**src/rtl/int_pkg.sv**
```systemverilog
// Shared constants and types for the interrupt delegation/arbitration slice:
// standard cause codes, their fixed priority order and the arbiter state enum.
package int_pkg;

  localparam int unsigned CAUSE_SSI = 1;
  localparam int unsigned CAUSE_MSI = 3;
  localparam int unsigned CAUSE_STI = 5;
  localparam int unsigned CAUSE_MTI = 7;
  localparam int unsigned CAUSE_SEI = 9;
  localparam int unsigned CAUSE_MEI = 11;

  localparam int unsigned NUM_STD_PRIO = 6;
  localparam int unsigned FIRST_LOCAL  = 12;

  // Entry [NUM_STD_PRIO-1] is the highest priority, entry [0] the lowest.
  localparam logic [NUM_STD_PRIO-1:0][3:0] STD_PRIO = {
    4'd11, 4'd3, 4'd7, 4'd9, 4'd1, 4'd5
  };

  typedef enum logic [1:0] {
    IDLE = 2'd0,
    REQ  = 2'd1,
    HOLD = 2'd2
  } arb_state_e;

endpackage

```
**src/rtl/int_prio_sel.sv**
```systemverilog
// Fixed-priority picker: standard causes first (11,3,7,9,1,5), then local
// causes >= 12 with the higher index winning. Reserved indices are ignored.
module int_prio_sel
  import int_pkg::*;
#(
  parameter int unsigned NUM_INT = 16,
  parameter int unsigned IDX_W   = $clog2(NUM_INT)
) (
  input  logic [NUM_INT-1:0] cand_i,
  output logic               valid_o,
  output logic [IDX_W-1:0]   idx_o
);

  // Later assignments override earlier ones, so walk from lowest to highest priority.
  always_comb begin
    valid_o = 1'b0;
    idx_o   = '0;
    for (int unsigned i = FIRST_LOCAL; i < NUM_INT; i++) begin
      valid_o = valid_o | cand_i[IDX_W'(i)];
      idx_o   = cand_i[IDX_W'(i)] ? IDX_W'(i) : idx_o;
    end
    for (int unsigned k = 0; k < NUM_STD_PRIO; k++) begin
      valid_o = valid_o | cand_i[IDX_W'(STD_PRIO[k])];
      idx_o   = cand_i[IDX_W'(STD_PRIO[k])] ? IDX_W'(STD_PRIO[k]) : idx_o;
    end
  end

endmodule

```
**src/rtl/int_deleg_arbiter.sv**
```systemverilog
// Interrupt delegation and arbitration: owns mideleg, latches edge sources,
// qualifies candidates per privilege and presents one frozen request to the trap unit.
module int_deleg_arbiter
  import int_pkg::*;
#(
  parameter int unsigned       XLEN       = 64,
  parameter int unsigned       NUM_INT    = 16,
  parameter logic [NUM_INT-1:0] DELEG_MASK = NUM_INT'(16'h0222),
  parameter logic [NUM_INT-1:0] EDGE_MASK  = NUM_INT'(16'h0000)
) (
  input  logic               clk,
  input  logic               rst,
  input  logic [NUM_INT-1:0] irq_line,
  input  logic [NUM_INT-1:0] sw_ip,
  input  logic [NUM_INT-1:0] ie,
  input  logic               mstatus_mie,
  input  logic               mstatus_sie,
  input  logic [3:0]         priv,
  input  logic               csr_write,
  input  logic               mideleg_sel,
  input  logic [XLEN-1:0]    data_csr,
  output logic [XLEN-1:0]    mideleg,
  output logic               int_req,
  output logic [XLEN-1:0]    int_cause,
  output logic               int_target_m,
  output logic               int_target_s,
  input  logic               int_ack
);

  localparam int unsigned IDX_W = $clog2(NUM_INT);

  logic [NUM_INT-1:0] mideleg_q, mideleg_d;
  logic [NUM_INT-1:0] edge_pend_q, edge_pend_d;
  logic [NUM_INT-1:0] line_q;
  arb_state_e         state_q;
  logic               int_req_q, tgt_m_q, tgt_s_q;
  logic [IDX_W-1:0]   cause_idx_q;
  logic [XLEN-1:0]    int_cause_q;

  logic [NUM_INT-1:0] pend_s, cand_s, m_cand_s, s_cand_s, ack_clr_s;
  logic               m_en_s, s_en_s, m_valid_s, s_valid_s, src_qual_s;
  logic [IDX_W-1:0]   m_idx_s, s_idx_s, win_idx_s;
  logic [XLEN-1:0]    win_cause_s;
  logic               unused_s;

  assign unused_s = ^{data_csr[XLEN-1:NUM_INT], priv[2]};

  // Pending/candidate vectors, qualification and next values of the CSR-side registers.
  always_comb begin
    pend_s   = sw_ip | (irq_line & ~EDGE_MASK) | (edge_pend_q & EDGE_MASK);
    cand_s   = pend_s & ie;
    m_en_s   = ~priv[3] | mstatus_mie;
    s_en_s   = ~priv[3] & (priv[0] | (priv[1] & mstatus_sie));
    m_cand_s = m_en_s ? (cand_s & ~mideleg_q) : '0;
    s_cand_s = s_en_s ? (cand_s & mideleg_q) : '0;
    // The frozen request stays alive only while its own source still qualifies.
    src_qual_s = cand_s[cause_idx_q] &
                 (tgt_m_q ? (~mideleg_q[cause_idx_q] & m_en_s)
                          : (mideleg_q[cause_idx_q] & s_en_s));
    ack_clr_s   = ((state_q == REQ) && int_ack) ?
                  ({{(NUM_INT-1){1'b0}}, 1'b1} << cause_idx_q) : '0;
    edge_pend_d = ((edge_pend_q & ~ack_clr_s) | (irq_line & ~line_q)) & EDGE_MASK;
    mideleg_d   = (csr_write & mideleg_sel) ? (data_csr[NUM_INT-1:0] & DELEG_MASK)
                                            : mideleg_q;
    win_idx_s   = m_valid_s ? m_idx_s : s_idx_s;
    win_cause_s = '0;
    win_cause_s[XLEN-1]    = 1'b1;
    win_cause_s[IDX_W-1:0] = win_idx_s;
  end

  int_prio_sel #(.NUM_INT(NUM_INT), .IDX_W(IDX_W)) u_sel_m (
    .cand_i (m_cand_s),
    .valid_o(m_valid_s),
    .idx_o  (m_idx_s)
  );

  int_prio_sel #(.NUM_INT(NUM_INT), .IDX_W(IDX_W)) u_sel_s (
    .cand_i (s_cand_s),
    .valid_o(s_valid_s),
    .idx_o  (s_idx_s)
  );

  // mideleg, edge latches and line history.
  always_ff @(posedge clk or negedge rst) begin
    if (!rst) begin
      mideleg_q   <= '0;
      edge_pend_q <= '0;
      line_q      <= '0;
    end else begin
      mideleg_q   <= mideleg_d;
      edge_pend_q <= edge_pend_d;
      line_q      <= irq_line;
    end
  end

  // Request FSM with registered outputs; an enabled M winner pre-empts any S winner.
  always_ff @(posedge clk or negedge rst) begin
    if (!rst) begin
      state_q     <= IDLE;
      int_req_q   <= 1'b0;
      int_cause_q <= '0;
      tgt_m_q     <= 1'b0;
      tgt_s_q     <= 1'b0;
      cause_idx_q <= '0;
    end else begin
      case (state_q)
        IDLE: begin
          if (m_valid_s | s_valid_s) begin
            state_q     <= REQ;
            int_req_q   <= 1'b1;
            int_cause_q <= win_cause_s;
            tgt_m_q     <= m_valid_s;
            tgt_s_q     <= ~m_valid_s;
            cause_idx_q <= win_idx_s;
          end else begin
            state_q     <= IDLE;
            int_req_q   <= 1'b0;
            int_cause_q <= '0;
            tgt_m_q     <= 1'b0;
            tgt_s_q     <= 1'b0;
          end
        end
        REQ: begin
          if (int_ack || !src_qual_s) begin
            state_q     <= int_ack ? HOLD : IDLE;
            int_req_q   <= 1'b0;
            int_cause_q <= '0;
            tgt_m_q     <= 1'b0;
            tgt_s_q     <= 1'b0;
          end else begin
            state_q <= REQ;
          end
        end
        HOLD: begin
          state_q <= IDLE;
        end
        default: begin
          state_q     <= IDLE;
          int_req_q   <= 1'b0;
          int_cause_q <= '0;
          tgt_m_q     <= 1'b0;
          tgt_s_q     <= 1'b0;
        end
      endcase
    end
  end

  assign mideleg      = {{(XLEN-NUM_INT){1'b0}}, mideleg_q};
  assign int_req      = int_req_q;
  assign int_cause    = int_cause_q;
  assign int_target_m = tgt_m_q;
  assign int_target_s = tgt_s_q;

endmodule

```
**config.mk**
```make
export PLATFORM = sky130hd
export DESIGN_NAME = int_deleg_arbiter
export DESIGN_NICKNAME = d
export VERILOG_FILES = /design/src/rtl/int_pkg.sv /design/src/rtl/int_prio_sel.sv /design/src/rtl/int_deleg_arbiter.sv
export SDC_FILE = /design/constraint.sdc
export NUM_CORES = 1
export LEC_CHECK = 0
export CAP_MARGIN = 0
export CORE_AREA = 2 2 98 100
export CTS_BUF_LIST = sky130_fd_sc_hd__clkbuf_4
export DETAILED_ROUTE_END_ITERATION = 10
export DIE_AREA = 0 0 100 102
export HOLD_SLACK_MARGIN = 0.05
export PLACE_DENSITY = 0.76
export SLEW_MARGIN = 10
export SYNTH_ARGS = -nofsm -noshare
export SYNTH_HDL_FRONTEND = slang
export SYNTH_SLANG_ARGS = --single-unit
```
**constraint.sdc**
```tcl
create_clock -name clk -period 1.7 [get_ports clk]
set_input_delay 0.17 -clock clk [delete_from_list [all_inputs] [get_ports clk]]
set_output_delay 0.17 -clock clk [all_outputs]
set_load 0.01 [all_outputs]
```
## Yosys cells after proc, flatten, opt, wreduce, memory -nomap -nowiden

Index checks and enable logic that the tools add are counted.

| storage, ports and cells | value |
|---|---|
| memories kept | 0 |
| bits of input ports | 123 |
| bits in latches | 0 |
| logic and storage cells | 94 |
| register bits | 76 |
| output and inout port bits | 131 |
| bits in read-only memories | 0 |
| RAM bits | 0 |

| operators by class | value |
|---|---|
| shift operators | 0 |
| reductions and logical operators | 5 |
| equality and inequality tests | 3 |
| mux-type cells | 42 |
| bitwise logic cells | 36 |
| $lt $le $gt $ge | 1 |
| add/sub/neg operators | 0 |
| multiply operators | 0 |
| divide/modulo/power cells | 0 |

Operators with widths:

| kind | count |
|---|---|
| 64-bit case mux with 3 select lines | 1 |
| 64-bit 2-to-1 mux | 2 |
| 4-bit 2-to-1 mux | 21 |
| 16-bit bitwise AND | 2 |
| 16-bit 2-to-1 mux | 2 |
| 1-bit bitwise OR | 21 |
| 16-bit by 10-bit bitwise AND with 16-bit output | 1 |
| 10-bit NOT with 16-bit output | 1 |
| 16-bit bitwise OR | 1 |
| 1-bit case mux with 3 select lines | 3 |
| 1-bit binary-select mux with 4-bit select | 2 |
| 1-bit 2-to-1 mux | 8 |
| 1-bit bitwise AND | 6 |
| 4-bit by 5-bit less-than comparator with 1-bit output (second input constant) | 1 |
| 2-bit 2-to-1 mux | 2 |
| 1-bit NOT | 4 |
| 2-bit case mux with 2 select lines | 1 |
| 2-bit AND reduction | 2 |
| 2-bit by 1-bit == test with 1-bit output (second input constant) | 1 |
| 2-bit == test (second input constant) | 1 |
| 2-bit zero test | 1 |
| 2-bit by 1-bit != test with 1-bit output (second input constant) | 1 |
| 1-bit zero test | 1 |
| 1-bit logical OR | 1 |

## Depth between registers and ports, before layout

| depth | value |
|---|---|
| depth after elaboration | 17 |
| depth in mapped cells | 6 |
| gate-level depth less buffers | 5 |

## Hierarchy

Synthesis repeated with hierarchy kept, for this count alone.

| second synthesis, totals | value |
|---|---|
| cell total of the unflattened synthesis | 278 |
| area, all modules | 2223.4 sq um |

By module, submodules not included:

| module | instances | area each (sq um) | sequential area each (sq um) | cells an instance |
|---|---|---|---|---|
| int_deleg_arbiter | 1 | 2020.7 | 400.4 | 248 |
| int_prio_sel | 2 | 101.3 | 0.0 | 15 |

## Worst setup path before layout

Ideal clock, no wire load.

| timing | value |
|---|---|
| path type | reg-to-reg |
| start point | register cause_idx_q[1] |
| end point | register int_cause_q[63], in the netlist int_cause[63] |
| path slack | 86 ps |
| setup time | 138 ps |
| path buffers | 1 |
| stages on the path, launching flop included | 7 |
| arrival time | 1476 ps |
| required time | 1562 ps |
| clock period less this slack | 1614 ps |
| cells stage by stage | dfrtp_1 buf_2 nand2b_4 o32ai_2 mux2_4 o31ai_4 o211ai_2 |

| between the ends | value |
|---|---|
| longest elaborated chain between the ends | 10 |
| elaborated cells on any way between the ends | 13 |
| those cells by class | eq/ne (1); mux (5); bitwise (4); reduce/logical (3) |

Ends and longest elaborated chain:

| what | line | text |
|---|---|---|
| start: declaration | int_deleg_arbiter.sv:37 | `logic [IDX_W-1:0] cause_idx_q;` |
| start signal: assignment | int_deleg_arbiter.sv:114 | `cause_idx_q <= win_idx_s;` |
| 1-bit binary-select mux with 4-bit select | int_deleg_arbiter.sv:58, int_deleg_arbiter.sv:59 |  |
| 1-bit 2-to-1 mux (not written as such) | int_deleg_arbiter.sv:58, int_deleg_arbiter.sv:59 |  |
| 1-bit NOT | int_deleg_arbiter.sv:58 | `(tgt_m_q ? (~mideleg_q[cause_idx_q] & m_en_s)` |
| 1-bit bitwise AND | int_deleg_arbiter.sv:58 |  |
| 1-bit 2-to-1 mux | int_deleg_arbiter.sv:58 |  |
| 1-bit bitwise AND * | int_deleg_arbiter.sv:57 | `src_qual_s = cand_s[cause_idx_q] &` |
| 1-bit zero test * | int_deleg_arbiter.sv:124 | `if (int_ack \|\| !src_qual_s) begin` |
| 1-bit logical OR * | int_deleg_arbiter.sv:124 |  |
| 2-bit by 1-bit != test with 1-bit output (no line) * | - |  |
| 2-bit AND reduction (no line) * | - |  |
| end signal: assignment | int_deleg_arbiter.sv:111 | `int_cause_q <= win_cause_s;` |
| end: declaration | int_deleg_arbiter.sv:38 | `logic [XLEN-1:0] int_cause_q;` |

Every way passes the cells marked *; elsewhere a longest branch is shown, timed or not. The select of a mux whose other input is x is not followed.
A chain may end at the register's enable or synchronous reset.

## Worst setup path in the final report

| timing | value |
|---|---|
| start point | register cause_idx_q[1] |
| end point | register tgt_s_q, in the netlist int_target_s |

| between the ends | value |
|---|---|
| longest elaborated chain between the ends | 10 |
| elaborated cells on any way between the ends | 13 |
| those cells by class | eq/ne (1); mux (5); bitwise (4); reduce/logical (3) |

Ends and longest elaborated chain:

| what | line | text |
|---|---|---|
| 1-bit binary-select mux with 4-bit select | int_deleg_arbiter.sv:58, int_deleg_arbiter.sv:59 |  |
| 1-bit 2-to-1 mux (not written as such) | int_deleg_arbiter.sv:58, int_deleg_arbiter.sv:59 |  |
| 1-bit NOT | int_deleg_arbiter.sv:58 |  |
| 1-bit bitwise AND | int_deleg_arbiter.sv:58 |  |
| 1-bit 2-to-1 mux | int_deleg_arbiter.sv:58 |  |
| 1-bit bitwise AND * | int_deleg_arbiter.sv:57 |  |
| 1-bit zero test * | int_deleg_arbiter.sv:124 |  |
| 1-bit logical OR * | int_deleg_arbiter.sv:124 |  |
| 2-bit by 1-bit != test with 1-bit output (no line) * | - |  |
| 2-bit AND reduction (no line) * | - |  |
| end signal: assignment | int_deleg_arbiter.sv:113 | `tgt_s_q <= ~m_valid_s;` |
| end: declaration | int_deleg_arbiter.sv:36 | `logic int_req_q, tgt_m_q, tgt_s_q;` |

Marked as above.

==> summary.txt <==
Global routing
  – Largest net degree at the start of global routing: 17
  – Global route overflow: 0
  – Gr usage total: about 11%
  – First-pass GRT wire length: 9.03 mm
  – Initial antenna violation count: 0
  – Vias in the first global route: 1739

Placement
  – Dpl cells: 469
  – Port Buffers: slightly above 70
  – Dpl ws: -273 ps
  – GPL Wtd Cong: 0.897
  – Area after DPL: 2860 µm²
  – DP HPWL: 5.18 mm

Floorplanning
  – Die area: approximately 10000 µm²
  – Die Span Y: 102 µm
  – Initial core utilization: 24.3%
  – I/O pins: 254
  – Core ar.: slightly above 9000 µm²
  – Die X: 100 µm
  – # rows: 35

STA
  – Hold Fails Final Rpt: 0
  – Worst-Margin Slew: 536 ps
  – Final hold slack: about 180 ps
  – RSZ-0062 raised after global routing: yes
  – Crit share post-route: 100%
  – Setup TNS: -4.49 ps
  – Final clock skew: 5.62 ps
  – PnR worst setup slack: -4.07 ps
  – Final setup vio count: 2
  – Max_slew headroom: 64.2%
  – Maximum clock rate: around 0.59 GHz
  – Fin crit period: between 1500 and 2000 ps
  – Slew Limit Fails: 0

Critical path
  – Crit-path cells: nand2b_4, o32ai_4, mux2_4, o31ai_4, buf_6, o211ai_2
  – CP Class: flip-flop to flip-flop
  – Crit path DAT: 1890 ps
  – CP endpoint kind: flip-flop
  – CP max FO: 7
  – Delay of the slowest cell on the worst path: 440 ps
  – Crit start category: flip-flop
  – CP max-delay cell: dfrtp_1
  – Worst path required time: 1880 ps

Flow run
  – Max Cap Viol: 0

Logic synthesis
  – Post-synth ARST share: 100%
  – Ys flop type: dfrtp_1
  – Largest cells by area after synthesis: buf_4 (41%), dfrtp_1 (18%), o21ai_1 (3.4%)
  – Yosys top cell by area: buf_4
  – Mapped cell area: approximately 2200 µm²
  – Post-synthesis sequential area ratio: 18.1%
  – Synth Area per Inst: 8.70 µm²
  – Synth warn: 0
  – EDFF count, synth: 0
  – Netlist cell types: 59
  – Yosys reg bits: 16
  – Leading cell type by number of instances after synthesis: buf_4
  – Top cells by count, synth: buf_4 (121), dfrtp_1 (16), o21ai_1 (15), o21ai_0 (9), nand2_1 (8)
  – Cell count after synthesis: 254
  – Share of the synthesized area in the top cell type: between 40 and 50%

Drt
  – Vias per cell: 4.05
  – Routed WL: roughly 6 mm
  – Iteration count of the initial detailed-routing pass: 4
  – Vias: 1920
  – Antenna-violating nets left: 0
  – DRC viols: 0
  – WL per Instance: 12.7 µm
  – Initial drt markers: 77

Worst hold path
  – Hold Path Class: input pin to async pin

Power
  – VDD IR max: between 400 and 500 µV
  – Design Power: 2.80 mW
  – Pwr Density: 938 nW/µm²
  – Pleak: 1.35 nW

Clocking
  – Clock tree sinks: 16
  – CTS Buf Count: 3
  – TritonCTS clock tree: yes
  – Htree depth: 1
  – Max Root-Sink Buffers: 2
  – Clock transition at path regs: 100 ps
  – Clk Tree Root Cell: clkbuf_4
  – Worst-Skew Late Latency: 300 ps
  – CTS Hold Buffers Added: 0

Finish
  – Fin util: 32.7%
  – Fin cells: 474
  – FF+latch area: 402 µm²
  – Share of layout cells above drive strength 1: between 10% and 20%
  – Area added between synthesis and finish: 34.9%
  – Fillers: 939
  – Nets: 487
  – Antenna cells: 0
  – Area taken by multi-input logic gates: around 1400 µm²
  – Final Cell Area: about 3000 µm²

Status
  – Status: finished with violations
  – Violated checks: setup timing
[sequential cells by signal, summed over array words and instances, names as in the netlist]
register,flops
int_cause,5
state_q,2
int_target_s,1
int_target_m,1
cause_idx_q,4
mideleg_q,3
[cells in the final DEF, fill, tap and decap left out, types with 3 or more instances in the layout]
cell,Yosys,routed
buf_4,121,35
buf_6,1,4
clkbuf_4,0,3
clkdlybuf4s50_1,0,71
conb_1,1,120
dfrtp_1,16,15
mux2_2,3,3
nand2_1,8,8
nor2_1,4,4
o2111ai_1,3,3
o21ai_0,9,6
o21ai_1,15,18
[timing repair]
item	CTS	global route
resized for setup	7	11
pin swaps	0	3
setup buffers	0	1
endpoints found under the setup margin	8	10
[where the power goes]
group          total (mW)  internal [mW]  switching, mW
clock network       0.220         0.0855          0.134
logic                1.88          0.969          0.914
registers           0.694          0.516          0.178
[worst max-delay path: cells and delay by family, from the launching register on]
kind | cells | cell delay, ps
AOI/OAI and AO/OA | 3 | 440
and+or+nand+nor | 1 | 170
DFF | 1 | 440
muxes | 1 | 360
buffers and inverters | 1 | 160
[path summary, 6_finish.rpt]
kind / cells past startpoint / from / endpoint / slack, ps
min: 2 / rst / int_cause[0] / 180
min reg2reg: 2 / int_target_s / int_target_s / 550
max reg2reg: 6 / cause_idx_q[1] / int_target_s / -4
max in group asynchronous: 2 / rst / mideleg_q[5] / 1320
min in group clk: 2 / data_csr[9] / mideleg_q[9] / 480
max: 6 / cause_idx_q[1] / int_target_s / -4
[layout make-up]
class                           count  share of cell area (%)
Multi-Input combinational cell    230                    46.4
Timing Repair Buffer              110                    34.2
Sequential cell                    16                    13.5
Tap cell                          111                    4.66
Clock buffer                        3                   0.756
Inverter                            3                   0.378
Clock inverter                      1                   0.126
[kinds of logic after synthesis]
family | synth area share (%)
buffers and inverters | 42.6
and+or+nand+nor | 10.3
other | 0.170
DFF | 18.1
muxes | 4.13
AOI/OAI and AO/OA | 24.7
[per-layer routing]
| metal | GRT usage [%] | vias up | share of wire [%] |
|---|---|---|---|
| met4 | 1.58 | 0 | 0.48 |
| met3 | 2.74 | 4 | 8.8 |
| met2 | 19.3 | 125 | 48 |
| met1 | 14.5 | 900 | 43 |
| met5 | 0 | - | 0 |
| li1 | - | 891 | - |
Note: power is estimated with default switching activity, not from simulation.
